[src/rtl/psum_requant_pack.sv]
// psum_requant_pack: bias, round-shift, relu and saturate PE partial sums, then pack bytes into words.
module psum_requant_pack #(
  parameter int PSUM_WIDTH = 32,
  parameter int BIT_WIDTH  = 8,
  parameter int OUT_WIDTH  = 32,
  parameter int LEN_WIDTH  = 16
) (
  input  logic                  clk,
  input  logic                  rst_n,
  input  logic                  cfg_start,
  input  logic [LEN_WIDTH-1:0]  cfg_len,
  input  logic [PSUM_WIDTH-1:0] cfg_bias,
  input  logic [4:0]            cfg_shift,
  input  logic                  cfg_relu,
  input  logic                  in_valid,
  output logic                  in_ready,
  input  logic [PSUM_WIDTH-1:0] in_psum,
  output logic                  out_valid,
  input  logic                  out_ready,
  output logic [OUT_WIDTH-1:0]  out_data,
  output logic                  out_last,
  output logic                  busy,
  output logic                  done
);
  localparam int LANES = OUT_WIDTH / BIT_WIDTH;
  localparam int LW = $clog2(LANES);
  localparam logic signed [PSUM_WIDTH+1:0] MAXV = (PSUM_WIDTH+2)'((1 << (BIT_WIDTH - 1)) - 1);
  localparam logic signed [PSUM_WIDTH+1:0] MINV = -MAXV - 1;
  typedef enum logic {IDLE, RUN} state_t;
  state_t state;
  logic [LEN_WIDTH-1:0] len_q, acc_cnt;
  logic [PSUM_WIDTH-1:0] bias_q;
  logic [4:0] shift_q;
  logic relu_q, s1_valid, s1_last, s2_valid, s2_last, advance, xfer;
  logic [PSUM_WIDTH:0] s1_sum;
  logic [BIT_WIDTH-1:0] s2_byte, sat;
  logic [LW-1:0] lane_idx, idx;
  logic [OUT_WIDTH-1:0] next_word;
  logic signed [PSUM_WIDTH+1:0] sx, rnd, r, rr;
  assign advance = !out_valid || out_ready;
  assign in_ready = state == RUN && acc_cnt < len_q && advance;
  assign xfer = in_valid && in_ready;
  assign busy = state == RUN;
  // a handshaking word is emptied, so a lane written in that same cycle starts the next word
  always_comb begin
    sx = {s1_sum[PSUM_WIDTH], s1_sum};
    rnd = shift_q == 5'd0 ? '0 : (PSUM_WIDTH+2)'(1) << (shift_q - 5'd1);
    r = (sx + rnd) >>> shift_q;
    rr = relu_q && r < 0 ? '0 : r;
    sat = rr > MAXV ? MAXV[BIT_WIDTH-1:0] : rr < MINV ? MINV[BIT_WIDTH-1:0] : rr[BIT_WIDTH-1:0];
    idx = out_valid ? '0 : lane_idx;
    next_word = out_valid ? '0 : out_data;
    next_word[idx*BIT_WIDTH +: BIT_WIDTH] = s2_byte;
  end
  always_ff @(posedge clk) begin
    if (!rst_n) begin
      state <= IDLE;
      len_q <= '0;
      bias_q <= '0;
      shift_q <= '0;
      relu_q <= 1'b0;
      acc_cnt <= '0;
      s1_valid <= 1'b0;
      s1_last <= 1'b0;
      s1_sum <= '0;
      s2_valid <= 1'b0;
      s2_last <= 1'b0;
      s2_byte <= '0;
      lane_idx <= '0;
      out_valid <= 1'b0;
      out_data <= '0;
      out_last <= 1'b0;
      done <= 1'b0;
    end else begin
      done <= 1'b0;
      if (state == IDLE && cfg_start) begin
        len_q <= cfg_len;
        bias_q <= cfg_bias;
        shift_q <= cfg_shift;
        relu_q <= cfg_relu;
        acc_cnt <= '0;
        if (cfg_len == '0) done <= 1'b1;
        else state <= RUN;
      end
      if (xfer) acc_cnt <= acc_cnt + 1'b1;
      if (advance) begin
        s1_valid <= xfer;
        s1_sum <= {in_psum[PSUM_WIDTH-1], in_psum} + {bias_q[PSUM_WIDTH-1], bias_q};
        s1_last <= acc_cnt == len_q - 1'b1;
        s2_valid <= s1_valid;
        s2_byte <= sat;
        s2_last <= s1_last;
        if (s2_valid) begin
          out_data <= next_word;
          lane_idx <= idx + 1'b1;
          out_valid <= idx == LW'(LANES - 1) || s2_last;
          out_last <= s2_last;
        end else if (out_valid) begin
          out_data <= '0;
          lane_idx <= '0;
          out_valid <= 1'b0;
          out_last <= 1'b0;
        end
        if (out_valid && out_last) begin
          state <= IDLE;
          done <= 1'b1;
        end
      end
    end
  end
endmodule

[config.mk]
export PLATFORM = sky130hd
export DESIGN_NAME = psum_requant_pack
export DESIGN_NICKNAME = d
export VERILOG_FILES = /design/src/rtl/psum_requant_pack.sv
export SDC_FILE = /design/constraint.sdc
export NUM_CORES = 1
export LEC_CHECK = 0
export ABC_CLOCK_PERIOD_IN_PS = 5800
export BUFFER_PORTS_ARGS = -buffer_cell sky130_fd_sc_hd__buf_2
export CORE_MARGIN = 2
export CORE_UTILIZATION = 25
export CTS_BUF_LIST = sky130_fd_sc_hd__clkbuf_8
export DETAILED_ROUTE_END_ITERATION = 7
export HOLD_SLACK_MARGIN = 0.08
export RECOVER_POWER = 25
export SLEW_MARGIN = 20
export SYNTH_ARGS = -nofsm -noshare
export SYNTH_HDL_FRONTEND = slang
export SYNTH_SLANG_ARGS = --single-unit
[constraint.sdc]
create_clock -name clk -period 5.8 [get_ports clk]
set_clock_uncertainty 0.15 [all_clocks]
set_input_delay 0.58 -clock clk [delete_from_list [all_inputs] [get_ports clk]]
set_output_delay 0.58 -clock clk [all_outputs]
set_load 0.005 [all_outputs]
==> flow_summary.ini, run 1 <==
[sta]
max_freq_mhz = 180.7
worst_pin_slew_ns = 4.054
setup_viol = 0
hold_viol = 0
setup-tns-final_ns = 0
slew_violations = 106
min_period_over_period_pct = 95.39
layout_min_cycle_time_ns = 5.533
relSlewSlack_pct = -170.2

[routing]
wire_per_inst_microns = 16.99
dr.first_iter.drc_count = 839
viasPerCell = 5.241
wl_microns = 43740
remaining_drc_errors = 0
vias = 13490
dr.pass1.iters = 5
ant_nets = 0

[die]
io_pins = 128
die_w_microns = 234.6
placementRows = 84
dieArea_sq_um = 55060
die_h_microns = 234.6
start_util_pct = 25.31
fp.coreArea_sq_um = 52550

[clock_network]
cts_buffer_depth = 2
cts_sinks = 153
clkTransAtPathRegs_ns = 0.10
h-tree-depth = 4
cts_tree = yes
cts_root_buffer = clkbuf_8
cts_buffers = 17
holdBufCountCts = 0
clkLatencyLatePin_ns = 0.52

[yosys]
synth_warnings = 0
synthArstFlopShare_pct = 0
synth.top_cell.area_share_pct = 23.03
yosysTopAreaCell = dfxtp_1
synth_fp_nets = 1935
synth_cells = 1755
synth_area_per_cell_sq_um = 7.578
synth.cell_area_sq_um = 13300
synthTopCellsByArea = dfxtp_1 (23%), ha_1 (8.2%), nand2_1 (6.8%)
ys_seq_area_share_pct = 23.03
synth_edf_count = 0
synth-seq-cells = 153
synth_flop_cell = dfxtp_1
ys_types = 99

[worst_setup_path]
critPathLaunchType = flop
cp_slowest_cell = or4b_4
crit_chain = buf_12, nand2_1, nor2_1, ha_1, and3_1, and3_1, and2_1, a211o_1, a21boi_0, mux2_2, a211oi_1, o311ai_0, o211ai_1, nand4_1, or4b_4, o41ai_2, a32oi_2, o2bb2ai_1
slowest_delay_ns = 0.50
path_max_fanout = 38
cpMostUsedCell = and3_1
crit_path_end_kind = flop
worstPathRequired_ns = 6.05
crit_arrival_ns = 5.78
worstSetupPathType = flop to flop

[grt]
globalRouteTotalUtil_pct = 15.54
grt_pass1_vias = 13001
grt_pass1_wl_microns = 70140
antenna_found_initial = 1
grt_max_degree = 106
grt_overflow = 0

[placed_design]
hpwlAfterDp_microns = 33970
gp_congestion = 0.9449
port_buffers = 127

[finish]
nets = 2052
mostFrequentLayoutCells = nand2_1 (238), dfxtp_1 (152), nor2_1 (120), buf_2 (113), a21oi_1 (97)
area_growth_pct = 16.02
final_common_cell = nand2_1
drive_gt1_share_pct = 16.45

[pwr]
power_mw = 3.005
p_leak_nw = 6.110
ir_worst_vdd_mv = 0.1240
cellPowerDensity_nw_per_um2 = 194.8

[job]
cap_violations = 1

[run_status]
failed_checks = max-capacitance violations, max-slew violations
status = complete, but fails checks

[min_path]
hold_path_class = input pin to flop
-- metal layers --
layer	GRT usage, %	vias up	routed length (microns)
met5	0	-	0
met4	4.622	0	947
met1	20.31	6407	19830
li1	-	6652	-
met3	2.726	59	2292
met2	26.03	372	20670
-- worst paths after layout --
path / startpoint / to / slack [ns] / depth (start not counted)
worst max-delay path: shift_q[0] / s2_byte[5] / 0.27 / 18
worst min-delay path: cfg_bias[29] / bias_q[29] / 0.16 / 3
worst max register to register: shift_q[0] / s2_byte[5] / 0.27 / 18
worst min register to register: s1_last / s1_last / 0.32 / 2
-- where the power goes --
part | internal [mW] | leakage (nW) | switching [mW]
combinational | 0.417 | 4.66 | 0.582
clock | 0.325 | 0.197 | 0.514
sequential | 1.11 | 1.25 | 0.0558
-- flip-flops by register name, summed over array words and instances (netlist names) --
name,cells
s2_last,1
lane_idx,2
s2_valid,1
done,1
s1_sum,33
s2_byte,8
bias_q,32
shift_q,5
out_data,32
acc_cnt,16
len_q,16
out_last,1
busy,1
out_valid,1
s1_valid,1
relu_q,1
s1_last,1
-- area by class of cell --
class / instances / area [sq um]
antenna: 1 / 2.502
clock buffer: 17 / 234.0
clock inverter: 15 / 173.9
fill: 5692 / 37120
inverter: 51 / 191.4
multi-input combinational: 1447 / 9708
sequential: 153 / 3064
tap: 688 / 860.8
timing repair buffer: 202 / 1195
-- synth_stat cells (all sizes together), types with 22 or more instances --
library cell  number
a21o              24
o21ai             96
and3              27
xnor2             37
o211ai            22
mux2i             36
nand3             46
nand2            242
nor2             121
and2              37
inv               51
xor2              25
a211oi            31
buf               29
a21boi            82
ha                87
a22oi             35
clkbuf            74
o21a              30
a21oi            100
nor2b             54
nor3              60
dfxtp            153
-- kinds of logic after synthesis --
family	Yosys count	synth area share, %
mux	50	4.337
xor+xnor	62	4.083
fa+ha+maj	89	8.486
buf+inv	155	5.466
compound gates	555	29.11
other cells	1	0.02820
flops	153	23.03
simple gates	690	25.46
-- worst max-delay path, delay by kind of cell (launching register included) --
| kind | cells | cell delay (ns) |
|---|---|---|
| muxes | 1 | 0.39 |
| adders and majority gates | 1 | 0.35 |
| and+or+nand+nor | 7 | 1.90 |
| buffers and inverters | 1 | 0.23 |
| AOI/OAI and AO/OA | 8 | 1.99 |
| DFF | 1 | 0.39 |
-- through the flow --
| step | setup slack [ns] | instances | instance area (sq um) | util, % | hold slack (ns) |
|---|---|---|---|---|---|
| 2_1_floorplan | 0.3175 | 1755 | 13300 | - | 0.2912 |
| 3_3_place_gp | 0.1278 | 2540 | 14850 | 28.27 | 0.3011 |
| 3_5_place_dp | -0.01343 | 2540 | 14850 | 28.27 | 0.3061 |
| 4_1_cts | 0.09253 | 2572 | 15260 | 29.05 | 0.1099 |
| 5_1_grt | -0.01847 | 2574 | 15430 | 29.36 | 0.1437 |
| 6_report | 0.2675 | 2574 | 15430 | 29.36 | 0.1598 |
-- repair_timing --
| item | CTS | global route |
|---|---|---|
| buffers inserted | 0 | 1 |
| pin swaps | 0 | 4 |
| endpoints found under the setup margin | 6 | 7 |
| gates resized for setup | 1 | 35 |
No activity file was read; power rests on OpenSTA's default activity.
==> run 2, diff against run 1 <==
--- a/config.mk
+++ b/config.mk
@@ -8,7 +8,7 @@
 export ABC_CLOCK_PERIOD_IN_PS = 5800
 export BUFFER_PORTS_ARGS = -buffer_cell sky130_fd_sc_hd__buf_2
 export CORE_MARGIN = 2
-export CORE_UTILIZATION = 25
+export CORE_UTILIZATION = 31
 export CTS_BUF_LIST = sky130_fd_sc_hd__clkbuf_8
 export DETAILED_ROUTE_END_ITERATION = 7
 export HOLD_SLACK_MARGIN = 0.08
==> run 2 against run 1 <==
  * The flow still finishes with violations (max-capacitance violations, max-slew violations)
  * Register-to-register slack barely moved
  * Setup slack better by 0.0030 ns
  * Die area decreased by 19%
  * Sequential cell count did not move
  * Global-route usage increased by 4.2 points
  * Sequential share of layout area is 0.48 points higher
  * Utilization increased by 6.4 points
  * Sequential power about the same
  * Design area shrank 2.4%
  * First-iteration DRC count up 28%
  * Largest power group unchanged
  * Highest routed layer unchanged
==> flow_summary.ini, run 2 (synthesis results as in run 1) <==
[worst_setup_path]
cpMostUsedCell = nor2_1
crit_arrival_ns = 5.74
crit_chain = buf_4, nor2_1, nand2_1, nor2_1, ha_1, a21oi_1, o21ai_0, and2_1, a211o_1, a21boi_0, mux2_2, a211oi_1, o311ai_0, o211ai_1, nand4_1, or4b_4, o41ai_2, a32oi_2, o2bb2ai_1
crit_path_end_kind = flop
path_max_fanout = 8
worstSetupPathType = flop to flop
slowest_delay_ns = 0.52
critPathLaunchType = flop
cp_slowest_cell = or4b_4
worstPathRequired_ns = 6.01

[pwr]
cellPowerDensity_nw_per_um2 = 198.3
power.switching_mw = 1.069
intPower_mw = 1.917
seq_power_share_pct = 39.0
swShare_pct = 35.81
p_leak_nw = 6.066
ir_worst_vdd_mv = 0.1299
p_clk_share_pct = 26.9
p_comb_share_pct = 34.1

[sta]
hold_viol = 0
fin_ws_ns = 0.2704
whs_ns = 0.1965
relSlewSlack_pct = -63.15
slew_violations = 101
max_freq_mhz = 180.8
setup-tns-final_ns = 0
setup_viol = 0
rsz0062_at_grt = false
layout_min_cycle_time_ns = 5.530
worst_pin_slew_ns = 2.447
min_period_over_period_pct = 95.34

[clock_network]
cts_root_buffer = clkbuf_8
holdBufCountCts = 0
h-tree-depth = 4
cts_sinks = 153
post-cts-setup-buffer-count = 0
cts_tree = yes
cts_resized = 0
clkLatencyLatePin_ns = 0.47
cts_buffer_depth = 2
cts_buffers = 17
clkTransAtPathRegs_ns = 0.09

[routing]
dr.first_iter.drc_count = 1077
viasPerCell = 5.608
wire_per_inst_microns = 17.97
dr.pass1.iters = 6
ant_nets = 0
wl_microns = 43660
vias = 13621
remaining_drc_errors = 0

[grt]
grt_max_degree = 105
grt_pass1_wl_microns = 70750
antenna_found_initial = 0
grt_overflow = 0
grt_pass1_vias = 13148
globalRouteTotalUtil_pct = 19.78

[die]
placementRows = 75
die_h_microns = 211.1
dieArea_sq_um = 44570
start_util_pct = 31.56
die_w_microns = 211.1
io_pins = 128
fp.coreArea_sq_um = 42130

[run_status]
status = complete, but fails checks
failed_checks = max-capacitance violations, max-slew violations

[placed_design]
gp_congestion = 0.9688
port_buffers = 127
hpwlAfterDp_microns = 34240
post-place-ws_ns = 0.2310

[finish]
reg.largest.list = s1_sum: 33 flops, bias_q: 32 flops, out_data: 32 flops
regMostFlops = s1_sum
area_growth_pct = 13.24
mostFrequentLayoutCells = nand2_1 (240), dfxtp_1 (153), nor2_1 (120), buf_2 (105), a21oi_1 (100)
drive_gt1_share_pct = 14.76
nFillCells = 4381
nets = 2057
largest_reg_flops = 33
final_common_cell = nand2_1
antenna_cells = 0

[job]
cap_violations = 2

[min_path]
hold_path_class = input pin to flop
[run 2: cell type report]
type                    instances  area [sq um]  area share (%)
multi-input cells            1447          9540           63.35
flip-flops and latches        153          3063           20.34
repair buffers                207          1205           8.001
well taps                     539         674.4           4.478
clock buffers                  21         289.0           1.919
inverters                      51         191.4           1.271
clock inverters                11         96.34          0.6397
[run 2: metal layers]
| metal | share of wire [%] | track usage (%) | vias to the layer above |
|---|---|---|---|
| met4 | 2.7 | 6.362 | 0 |
| met3 | 6.2 | 3.598 | 71 |
| met1 | 47 | 27.04 | 6449 |
| met5 | 0 | 0 | - |
| li1 | - | - | 6678 |
| met2 | 45 | 31.40 | 423 |
[run 2: power by group through the flow]
| stage | sequential [mW] | clock (mW) | combinational, mW |
|---|---|---|---|
| floorplan | 1.16 | 0 | 0.693 |
| global placement | 1.19 | 0 | 1.00 |
| detailed placement | 1.19 | 0 | 0.999 |
| CTS | 1.17 | 0.835 | 1.00 |
| global route | 1.17 | 0.861 | 1.12 |
| finish | 1.17 | 0.802 | 1.02 |
[run 2: path summary, 6_finish.rpt]
| kind | startpoint | endpoint | slack [ns] | depth (start not counted) |
|---|---|---|---|---|
| setup reg to reg | shift_q[3] | s2_byte[1] | 0.27 | 19 |
| setup / recovery | shift_q[3] | s2_byte[1] | 0.27 | 19 |
| hold / removal | cfg_bias[11] | bias_q[11] | 0.20 | 3 |
| hold reg to reg | s1_last | s1_last | 0.32 | 2 |
[run 2: per-stage QoR]
stage	power [mW]	util, %	std cells	instance area, sq um
3_5_place_dp	2.189	34.89	2397	14700
6_report	2.986	35.74	2429	15060
3_3_place_gp	2.189	34.89	2397	14700
4_1_cts	3.005	35.80	2429	15090
5_1_grt	3.156	35.74	2429	15060
2_1_floorplan	1.857	-	1755	13300
[run 2: worst max-delay path, delay by kind of cell, from the launching register on]
family	cells	cell delay, ns
flops	1	0.32
buf+inv	1	0.16
mux	1	0.38
fa+ha+maj	1	0.29
simple gates	6	1.45
compound gates	10	2.67
==> run 3, diff against run 2 <==
--- a/config.mk
+++ b/config.mk
@@ -11,6 +11,7 @@
 export CORE_UTILIZATION = 31
 export CTS_BUF_LIST = sky130_fd_sc_hd__clkbuf_8
 export DETAILED_ROUTE_END_ITERATION = 7
+export GPL_TIMING_DRIVEN = 0
 export HOLD_SLACK_MARGIN = 0.08
 export RECOVER_POWER = 25
 export SLEW_MARGIN = 20
==> run 3 against run 2 <==
  * Critical path depth is 3 higher
  * Combinational power is 7% higher
  * The run now ends clean
  * Register-to-register slack worse by 0.19 ns
  * Non-clock buffer count is 54 higher
  * Sequential cell count stayed put
  * Critical path type unchanged
  * Routed wire length is 9.8% higher
  * Design area is 5.2% higher
==> flow_summary.ini, run 3 (synthesis results as in run 1) <==
[run_status]
status = complete, no violations

[sta]
slew_violations = 0
hold_viol = 0
layout_min_cycle_time_ns = 5.718
relSlewSlack_pct = 33.22
max_freq_mhz = 174.9
fin_ws_ns = 0.08244
worst_pin_slew_ns = 0.9995
setup_viol = 0
min_period_over_period_pct = 98.58

[grt]
grt_pass1_wl_microns = 73880
grt_pass1_vias = 13359
antenna_found_initial = 2
grt_overflow = 0
grt_max_degree = 17
globalRouteTotalUtil_pct = 21.05

[finish]
reg.largest.list = s1_sum: 33 flops, bias_q: 32 flops, out_data: 32 flops
nets = 2111
area_growth_pct = 19.15
mostFrequentLayoutCells = nand2_1 (232), dfxtp_1 (150), nor2_1 (112), buf_2 (110), a21oi_1 (95)
final_common_cell = nand2_1
regMostFlops = s1_sum
final_util_pct = 37.61
layout.cells.non_filler = 2485
largest_reg_flops = 33
drive_gt1_share_pct = 16.87

[clock_network]
h-tree-depth = 4
cts_sinks = 153
clkLatencyLatePin_ns = 0.50
cts_buffers = 17
clkTransAtPathRegs_ns = 0.09
cts_tree = yes
cts_root_buffer = clkbuf_8
cts_buffer_depth = 2

[die]
fp.coreArea_sq_um = 42130
die_w_microns = 211.1
start_util_pct = 31.56
placementRows = 75
die_h_microns = 211.1
dieArea_sq_um = 44570
io_pins = 128

[pwr]
p_clk_share_pct = 26.5
cellPowerDensity_nw_per_um2 = 194.0
intPower_mw = 1.896
seq_power_share_pct = 38.0
ir_worst_vdd_mv = 0.1872
p_leak_nw = 6.212
power.switching_mw = 1.179
p_comb_share_pct = 35.5
swShare_pct = 38.33

[routing]
wl_microns = 47920
ant_nets = 0
dr.pass1.iters = 5
wire_per_inst_microns = 19.28
vias = 14319
dr.first_iter.drc_count = 1284
remaining_drc_errors = 0
viasPerCell = 5.762

[worst_setup_path]
worstPathRequired_ns = 6.03
path_max_fanout = 8
crit_path_end_kind = flop
cp_slowest_cell = or4_1
critPathLaunchType = flop
slowest_delay_ns = 0.57
crit_arrival_ns = 5.95
crit_chain = buf_8, clkinvlp_4, buf_12, nand2_8, nor3_1, ha_2, fa_2, a211oi_4, o211ai_1, buf_4, a22oi_2, o211ai_1, and4_1, or4_1, o31ai_4, mux2i_1, mux2i_1, o22ai_1, or4b_1, and4bb_1, a32oi_4, o2bb2ai_1
worstSetupPathType = flop to flop

[placed_design]
gp_congestion = 0.9656
post-place-ws_ns = -1.416
hpwlAfterDp_microns = 37220
dp.cells = 2420
port_buffers = 126

[job]
cap_violations = 0

[min_path]
hold_path_class = input pin to flop
[run 3: power groups by stage]
stage               clock [mW]  combinational, mW  sequential [mW]
finish                   0.815               1.09             1.17
global route             0.875               1.18             1.17
CTS                      0.836               1.01             1.17
detailed placement           0              0.966             1.19
global placement             0              0.964             1.19
floorplan                    0              0.693             1.16
[run 3: critical path: cells and delay by family (launching register included)]
| kind | cells | cell delay, ns |
|---|---|---|
| simple gates | 6 | 1.86 |
| buf+inv | 4 | 0.64 |
| mux | 2 | 0.38 |
| fa+ha+maj | 2 | 0.63 |
| compound gates | 8 | 1.55 |
| flops | 1 | 0.36 |
[run 3: metrics by stage]
stage | area, sq um | total power, mW | TNS, ns | hold WS [ns]
2_1_floorplan | 13300 | 1.857 | 0 | 0.2912
3_3_place_gp | 14600 | 2.154 | -10.40 | 0.3016
3_5_place_dp | 14600 | 2.157 | -9.796 | 0.3094
4_1_cts | 15270 | 3.008 | 0 | 0.1272
5_1_grt | 15850 | 3.233 | -0.5255 | 0.1662
6_report | 15850 | 3.075 | 0 | 0.1694
[run 3: timing repair]
item	4_1_cts	5_1_grt
hold buffers	0	0
endpoints found under the setup margin	7	7
pin swaps	10	29
gates resized for setup	55	93
cloned	0	1
buffers inserted	8	23
[run 3: layer usage]
layer  wire length, microns  vias to the layer above  GRT usage, %
met5                      0                        -             0
li1                       -                     6801             -
met4                   1261                        0         7.674
met2                  21960                      543         34.36
met3                   3039                      111         2.840
met1                  21660                     6864         28.29
[run 3: layout make-up]
type	instances	area [sq um]
multi-input cells	1447	10110
repair buffers	158	842.1
clock buffers	17	234.0
well taps	539	674.4
flip-flops and latches	153	3074
diodes	2	5.005
inverters	51	198.9
clock inverters	15	140.1
fillers	4385	26290
plain buffers	103	570.5
[run 3: final timing paths]
path	startpoint	to	slack, ns	depth (start not counted)
setup / recovery	shift_q[2]	s2_byte[1]	0.08	22
hold / removal	cfg_bias[13]	bias_q[13]	0.17	3
hold reg to reg	bias_q[24]	bias_q[24]	0.32	2
setup reg to reg	shift_q[2]	s2_byte[1]	0.08	22
